File: src/rtl/dvi_timing_out.sv
// DVI raster timing generator that drains a 24-bit pixel FIFO, locking on frame boundaries.
// Optional colour-bar generator enabled with `define DVI_TEST_PATTERN_EN (adds test_mode input).
module dvi_timing_out #(
    parameter int   H_ACTIVE = 640,
    parameter int   H_FP     = 16,
    parameter int   H_SYNC   = 96,
    parameter int   H_BP     = 48,
    parameter int   V_ACTIVE = 480,
    parameter int   V_FP     = 10,
    parameter int   V_SYNC   = 2,
    parameter int   V_BP     = 33,
    parameter logic SYNC_POL = 1'b0
) (
    input  logic        clk,
    input  logic        rst,
`ifdef DVI_TEST_PATTERN_EN
    input  logic        test_mode,
`endif
    input  logic [23:0] fifo_dout,
    input  logic        fifo_empty,
    output logic        fifo_ren,
    output logic [23:0] rgb,
    output logic        hsync,
    output logic        vsync,
    output logic        de,
    output logic        frame_start,
    output logic        locked,
    output logic        underflow
);

    localparam int H_TOTAL = H_ACTIVE + H_FP + H_SYNC + H_BP;
    localparam int V_TOTAL = V_ACTIVE + V_FP + V_SYNC + V_BP;

    localparam logic [9:0] H_ACT_END = 10'(H_ACTIVE);
    localparam logic [9:0] H_SYNC_ST = 10'(H_ACTIVE + H_FP);
    localparam logic [9:0] H_SYNC_EN = 10'(H_ACTIVE + H_FP + H_SYNC);
    localparam logic [9:0] H_LAST    = 10'(H_TOTAL - 1);
    localparam logic [9:0] V_ACT_END = 10'(V_ACTIVE);
    localparam logic [9:0] V_SYNC_ST = 10'(V_ACTIVE + V_FP);
    localparam logic [9:0] V_SYNC_EN = 10'(V_ACTIVE + V_FP + V_SYNC);
    localparam logic [9:0] V_LAST    = 10'(V_TOTAL - 1);

    typedef enum logic {S_WAIT, S_RUN} state_t;

    state_t     state;
    logic [9:0] h_cnt;
    logic [9:0] v_cnt;
    logic       act0, hs0, vs0, sof0, frame_end, test_on;
    logic       act1, hs1, vs1, sof1, pix_valid1;

`ifdef DVI_TEST_PATTERN_EN
    localparam logic [9:0] BAR_W = 10'd80;
    logic [2:0] bar1;

    function automatic logic [23:0] bar_color(input logic [2:0] idx);
        case (idx)
            3'd0:    bar_color = 24'hFFFFFF;
            3'd1:    bar_color = 24'hFFFF00;
            3'd2:    bar_color = 24'h00FFFF;
            3'd3:    bar_color = 24'h00FF00;
            3'd4:    bar_color = 24'hFF00FF;
            3'd5:    bar_color = 24'hFF0000;
            3'd6:    bar_color = 24'h0000FF;
            default: bar_color = 24'h000000;
        endcase
    endfunction

    assign test_on = test_mode;
`else
    assign test_on = 1'b0;
`endif

    assign act0      = (h_cnt < H_ACT_END) && (v_cnt < V_ACT_END);
    assign hs0       = (h_cnt >= H_SYNC_ST) && (h_cnt < H_SYNC_EN);
    assign vs0       = (v_cnt >= V_SYNC_ST) && (v_cnt < V_SYNC_EN);
    assign frame_end = (h_cnt == H_LAST) && (v_cnt == V_LAST);
    assign sof0      = (h_cnt == 10'd0) && (v_cnt == 10'd0) && (state == S_RUN) && !test_on;
    // Pops are suppressed while rst is held so a reset never consumes FIFO data.
    assign fifo_ren  = act0 && (state == S_RUN) && !fifo_empty && !rst && !test_on;
    assign locked    = (state == S_RUN);

    always_ff @(posedge clk) begin
        if (rst) begin
            h_cnt <= '0;
            v_cnt <= '0;
        end else if (h_cnt == H_LAST) begin
            h_cnt <= '0;
            v_cnt <= (v_cnt == V_LAST) ? 10'd0 : v_cnt + 10'd1;
        end else begin
            h_cnt <= h_cnt + 10'd1;
        end
    end

    always_ff @(posedge clk) begin
        if (rst) begin
            state     <= S_WAIT;
            underflow <= 1'b0;
        end else if (test_on) begin
            state <= S_WAIT;
        end else begin
            case (state)
                S_WAIT: if (frame_end && !fifo_empty) state <= S_RUN;
                S_RUN: begin
                    state <= S_RUN;
                    if (act0 && fifo_empty) underflow <= 1'b1;
                end
                default: state <= S_WAIT;
            endcase
        end
    end

    // Two-stage output pipeline; rgb captures FIFO data one cycle after the pop.
    always_ff @(posedge clk) begin
        if (rst) begin
            act1        <= 1'b0;
            hs1         <= 1'b0;
            vs1         <= 1'b0;
            sof1        <= 1'b0;
            pix_valid1  <= 1'b0;
            de          <= 1'b0;
            hsync       <= ~SYNC_POL;
            vsync       <= ~SYNC_POL;
            frame_start <= 1'b0;
            rgb         <= '0;
`ifdef DVI_TEST_PATTERN_EN
            bar1        <= '0;
`endif
        end else begin
            act1        <= act0;
            hs1         <= hs0;
            vs1         <= vs0;
            sof1        <= sof0;
            pix_valid1  <= fifo_ren;
            de          <= act1;
            hsync       <= hs1 ? SYNC_POL : ~SYNC_POL;
            vsync       <= vs1 ? SYNC_POL : ~SYNC_POL;
            frame_start <= sof1;
`ifdef DVI_TEST_PATTERN_EN
            bar1        <= 3'(h_cnt / BAR_W);
            if (test_mode) rgb <= act1 ? bar_color(bar1) : 24'h0;
            else           rgb <= pix_valid1 ? fifo_dout : 24'h0;
`else
            rgb         <= pix_valid1 ? fifo_dout : 24'h0;
`endif
        end
    end

endmodule

File: config.mk
export PLATFORM = sky130hd
export DESIGN_NAME = dvi_timing_out
export DESIGN_NICKNAME = d
export VERILOG_FILES = /design/src/rtl/dvi_timing_out.sv
export SDC_FILE = /design/constraint.sdc
export NUM_CORES = 1
export LEC_CHECK = 0
export BUFFER_PORTS_ARGS = -buffer_cell sky130_fd_sc_hd__clkbuf_2
export CAP_MARGIN = 20
export CORE_MARGIN = 2
export CORE_UTILIZATION = 42
export DETAILED_ROUTE_END_ITERATION = 12
export GPL_TIMING_DRIVEN = 0
export PLACE_DENSITY = 0.73
export SYNTH_ARGS = -nofsm -noshare
export SYNTH_HDL_FRONTEND = slang
export SYNTH_SLANG_ARGS = --single-unit
export TNS_END_PERCENT = 5
File: constraint.sdc
create_clock -name clk -period 3 [get_ports clk]
set_input_delay 0.6 -clock clk [delete_from_list [all_inputs] [get_ports clk]]
set_output_delay 0.6 -clock clk [all_outputs]
set_load 0.01 [all_outputs]
=== Word level (Yosys, flattened, before mapping) ===
Cells that the tools add are included.

* Register bits: 55
* Input port bits: 27

* Add/subtract/negate cells: 2
* Order comparisons: 6
* Eq/ne operators: 2
* Multiplexer cells: 5
* Bitwise gates (word level): 2
* Reduce and logical (&&, ||, !) cells: 18

{| class="wikitable"
|+ Operator list
! kind !! count
|-
| adder 10 x 1 -> 10 bit, second input constant || 2
|-
| == test 10 bit, second input constant || 2
|-
| zero test 10 bit || 2
|-
| less-than comparator 10 bit, second input constant || 2
|-
| less-than comparator 10 x 9 -> 1 bit, second input constant || 2
|-
| logical AND 1 bit || 11
|-
| >= comparator 10 bit, second input constant || 1
|-
| >= comparator 10 x 9 -> 1 bit, second input constant || 1
|-
| 2-to-1 mux 10 bit || 1
|-
| OR reduction 2 bit || 2
|-
| 2-to-1 mux 1 bit || 3
|-
| zero test 1 bit || 2
|-
| inverter 1 bit || 2
|-
| case mux 1 bit (2 select lines) || 1
|-
| AND reduction 2 bit || 1
|}

=== Logic depth before layout (Yosys ltp) ===
* Depth in word-level cells: 5
* Depth in mapped cells: 6

=== Worst setup path after synthesis ===
OpenSTA, ideal clock, no wires.

* Kind: register to register
* Start: register h_cnt[0]
* End: register v_cnt[7]
* Library setup time: 0.071 ns
* Data arrival time: 1.862 ns
* Data required time: 2.929 ns
* Slack: 1.067 ns
* Cell stages (with the launch flop): 6
* Clock period less this slack: 1.933 ns
* Cells stage by stage: dfxtp_1 -> ha_1 -> nand4_1 -> or4_4 -> or3_1 -> a21oi_1

* Word-level cells in the longest chain between the ends: 1

{| class="wikitable"
|+ Ends and longest elaborated chain
! what !! line !! text
|-
| start, declared || 46 || <nowiki>logic [9:0] h_cnt;</nowiki>
|-
| start signal, assigned || 90 || <nowiki>h_cnt <= h_cnt + 10'd1;</nowiki>
|-
| == test 10 bit || 86 || <nowiki>end else if (h_cnt == H_LAST) begin</nowiki>
|-
| end signal, assigned || 88 || <nowiki>v_cnt <= (v_cnt == V_LAST) ? 10'd0 : v_cnt + 10'd1;</nowiki>
|-
| end, declared || 47 || <nowiki>logic [9:0] v_cnt;</nowiki>
|}

Every way passes these cells.
A chain may end at the register's enable or synchronous reset.

=== Worst setup path after layout ===
* Start: register h_cnt[0]
* End: register h_cnt[9]

* Word-level cells in the longest chain between the ends: 2
* Elaborated cells between the ends (all ways): 3

{| class="wikitable"
|+ Ends and longest elaborated chain
! what
|-
| branches (longest 2 deep; another with adder 10 x 1 -> 10 bit)
|}

Several ways; the timed one is not identified.

==> out/metrics.cfg <==
[run_status]
run_status = complete, no violations

[synth]
syn_inst = 198
synth_async_sr_flop_share = 0
synth_cell_types = 31
synth_edf_count = 0
ys_seq_elements = 55
syn_nets = 229
ys_top_cells_by_count = dfxtp_1 (55), and2_1 (24), nor2_1 (21), inv_1 (11), xnor2_1 (9)
synthFlopType = dfxtp_1
synth.cell_area_sq_mm = 0.00195
synth_top_area_frac = 0.563
ys_top_cells_by_area = dfxtp_1 (56%), and2_1 (7.7%), nor2_1 (4.0%)
synth_warnings = 0
ys_seq_area_frac = 0.563
synth_area_per_cell_sq_um = 9.87
yosysTopAreaCell = dfxtp_1
synth_most_common_cell = dfxtp_1

[pwr]
seqPwrFrac = 0.585
netSwitchingFraction = 0.204
power_density_mw_per_mm2 = 522
internal_power_w = 0.00101
peakVddDrop_v = 0.000201
power_frac_comb = 0.028
pwr-share-clk = 0.387
p_switching_w = 0.000257
total_power_w = 0.00126
p_leak_nw = 1.05

[die]
initial_core_util = 0.443
num_rows = 24
coreArea_sq_mm = 0.00441
dieWidth_microns = 72.2
die-area_sq_mm = 0.00522
ioPinCount = 58
die_h_microns = 72.2

[layout]
n_antenna_cell = 0
finalNetCount = 293
register_area_sq_mm = 0.00110
multiInputGateArea_sq_um = 777
final_core_util = 0.548
drive_gt1_frac = 0.274
nFillCells = 400
area_growth_syn_to_layout_pct = 23.8

[timing]
finalSetupViolCount = 0
slew-limit-headroom = 0.631
worst_slack_ns = 0.809
report.final.slew_viol_count = 0
grt_setup_unrepaired = no
finClkSkew_ns = 0.00705
fmax_mhz = 456
fin_crit_ns = 2.19
fin_setup_tns_ns = 0
hold_violations = 0
worst_pin_slew_ns = 0.549
fin_crit_sh = 0.730

[grt]
grt_pass1_wl_microns = 5800
gr-total-overflow = 0
antenna_found_initial = 0
grt_max_degree = 19
track_usage = 0.141
grt_pass1_vias = 1333

[routing]
drt_drc_violations_left = 0
dr.pass1.iters = 6
vias = 1490
drt_iter0_drc = 90
wirelength_microns = 3430
ant_nets = 0
avgRoutedWirePerCell_microns = 10.9
drt-vias-per-instance = 4.73

[worst_setup_path]
endpoint_kind = flip-flop
critPathArrivalTime_ns = 2.38
required_ns = 3.19
setup.worst_path.start_class = flip-flop
crit_fanout = 9
path_class = flip-flop to flip-flop

[placement]
pre_cts_ws_ns = 0.825
dp_hpwl_microns = 2560
routabilityCongestion = 0.852
io_buffers = 57

[clock_tree]
clockBufferDepth = 2
worstSkewPairLatency_ns = 0.31
cts.clk_slew.worst_paths_ns = 0.09
cts.htree.levels = 2
cts_tree = done
post-cts-setup-buffers = 0
cts_buffers = 5
ctsResizeCount = 0
cts_root_buf = clkbuf_8
cts_sinks = 55
postCtsHoldBufs = 0

[job]
drv_cap = 0

[worst_hold_path]
hp-class = flip-flop to flip-flop

-- worst max-delay path, stage by stage, from the launching register on --
cell and delay [ns]:
dfxtp_1 0.39, ha_1 0.22, nand4_1 0.34, nor3_1 0.57, or2_2 0.20, clkbuf_1 0.29, nor2_1 0.09
-- path summary, 6_finish.rpt --
kind / from / to / slack [ns] / depth (start not counted)
max reg2reg: h_cnt[0] / h_cnt[9] / 0.81 / 6
min reg2reg: vs1 / vsync / 0.38 / 1
min: vs1 / vsync / 0.38 / 1
max: h_cnt[0] / h_cnt[9] / 0.81 / 6
-- area by class of cell --
class | count | share of cell area
clock buffers | 5 | 0.0284
plain buffers | 7 | 0.0145
flip-flops and latches | 55 | 0.455
multi-input cells | 125 | 0.321
inverters | 11 | 0.0171
repair buffers | 57 | 0.118
well taps | 52 | 0.0269
clock inverters | 3 | 0.0191
-- flip-flops by register name, indices dropped and copies added (netlist names) --
| register | cells |
|---|---|
| underflow | 1 |
| pix_valid1 | 1 |
| vs1 | 1 |
| sof1 | 1 |
| h_cnt | 10 |
| vsync | 1 |
| locked | 1 |
| act1 | 1 |
| rgb | 24 |
| frame_start | 1 |
| de | 1 |
| v_cnt | 10 |
| hs1 | 1 |
| hsync | 1 |
-- cell usage in the layout, fill, tap and decap left out, types with 4 or more instances in the layout --
cell type / count
dfxtp_1: 55
clkbuf_2: 57
inv_1: 11
nor2_1: 21
xor2_1: 5
nor3_1: 7
xnor2_1: 9
ha_1: 4
nor2b_1: 5
clkbuf_8: 5
nor4_1: 7
clkbuf_1: 5
nand3_1: 5
nand4_1: 7
and2_1: 24
nand2_1: 6
-- metal layers --
metal	share of wire	vias up	track usage
met2	0.46	52	0.220
li1	-	782	-
met3	0.069	2	0.0472
met5	0	-	0
met4	0.0073	0	0.0566
met1	0.47	654	0.179
-- power by group through the flow --
stage | combinational, W | clock (W) | sequential (W)
CTS | 0.0000360 | 0.000507 | 0.000739
finish | 0.0000356 | 0.000488 | 0.000738
floorplan | 0.0000152 | 0 | 0.000755
detailed placement | 0.0000356 | 0 | 0.000756
global route | 0.0000414 | 0.000529 | 0.000740
global placement | 0.0000360 | 0 | 0.000756
-- kinds of logic after synthesis --
kind of cell,after synthesis,synth area share
compound gates,10,0.0301
xor+xnor,14,0.0627
fa+ha+maj,4,0.0256
buf+inv,18,0.0391
flops,55,0.563
mux,1,0.00512
simple gates,96,0.274
-- metrics by stage --
stage / hold slack, ns / cell area (sq um) / instances
final: 0.382 / 2420 / 315
after global routing: 0.398 / 2420 / 315
after CTS: 0.386 / 2420 / 315
after detailed placement: 0.364 / 2300 / 307
after global placement: 0.357 / 2300 / 307
after floorplan: 0.356 / 1950 / 198
Power figures use the tool's default switching activity.
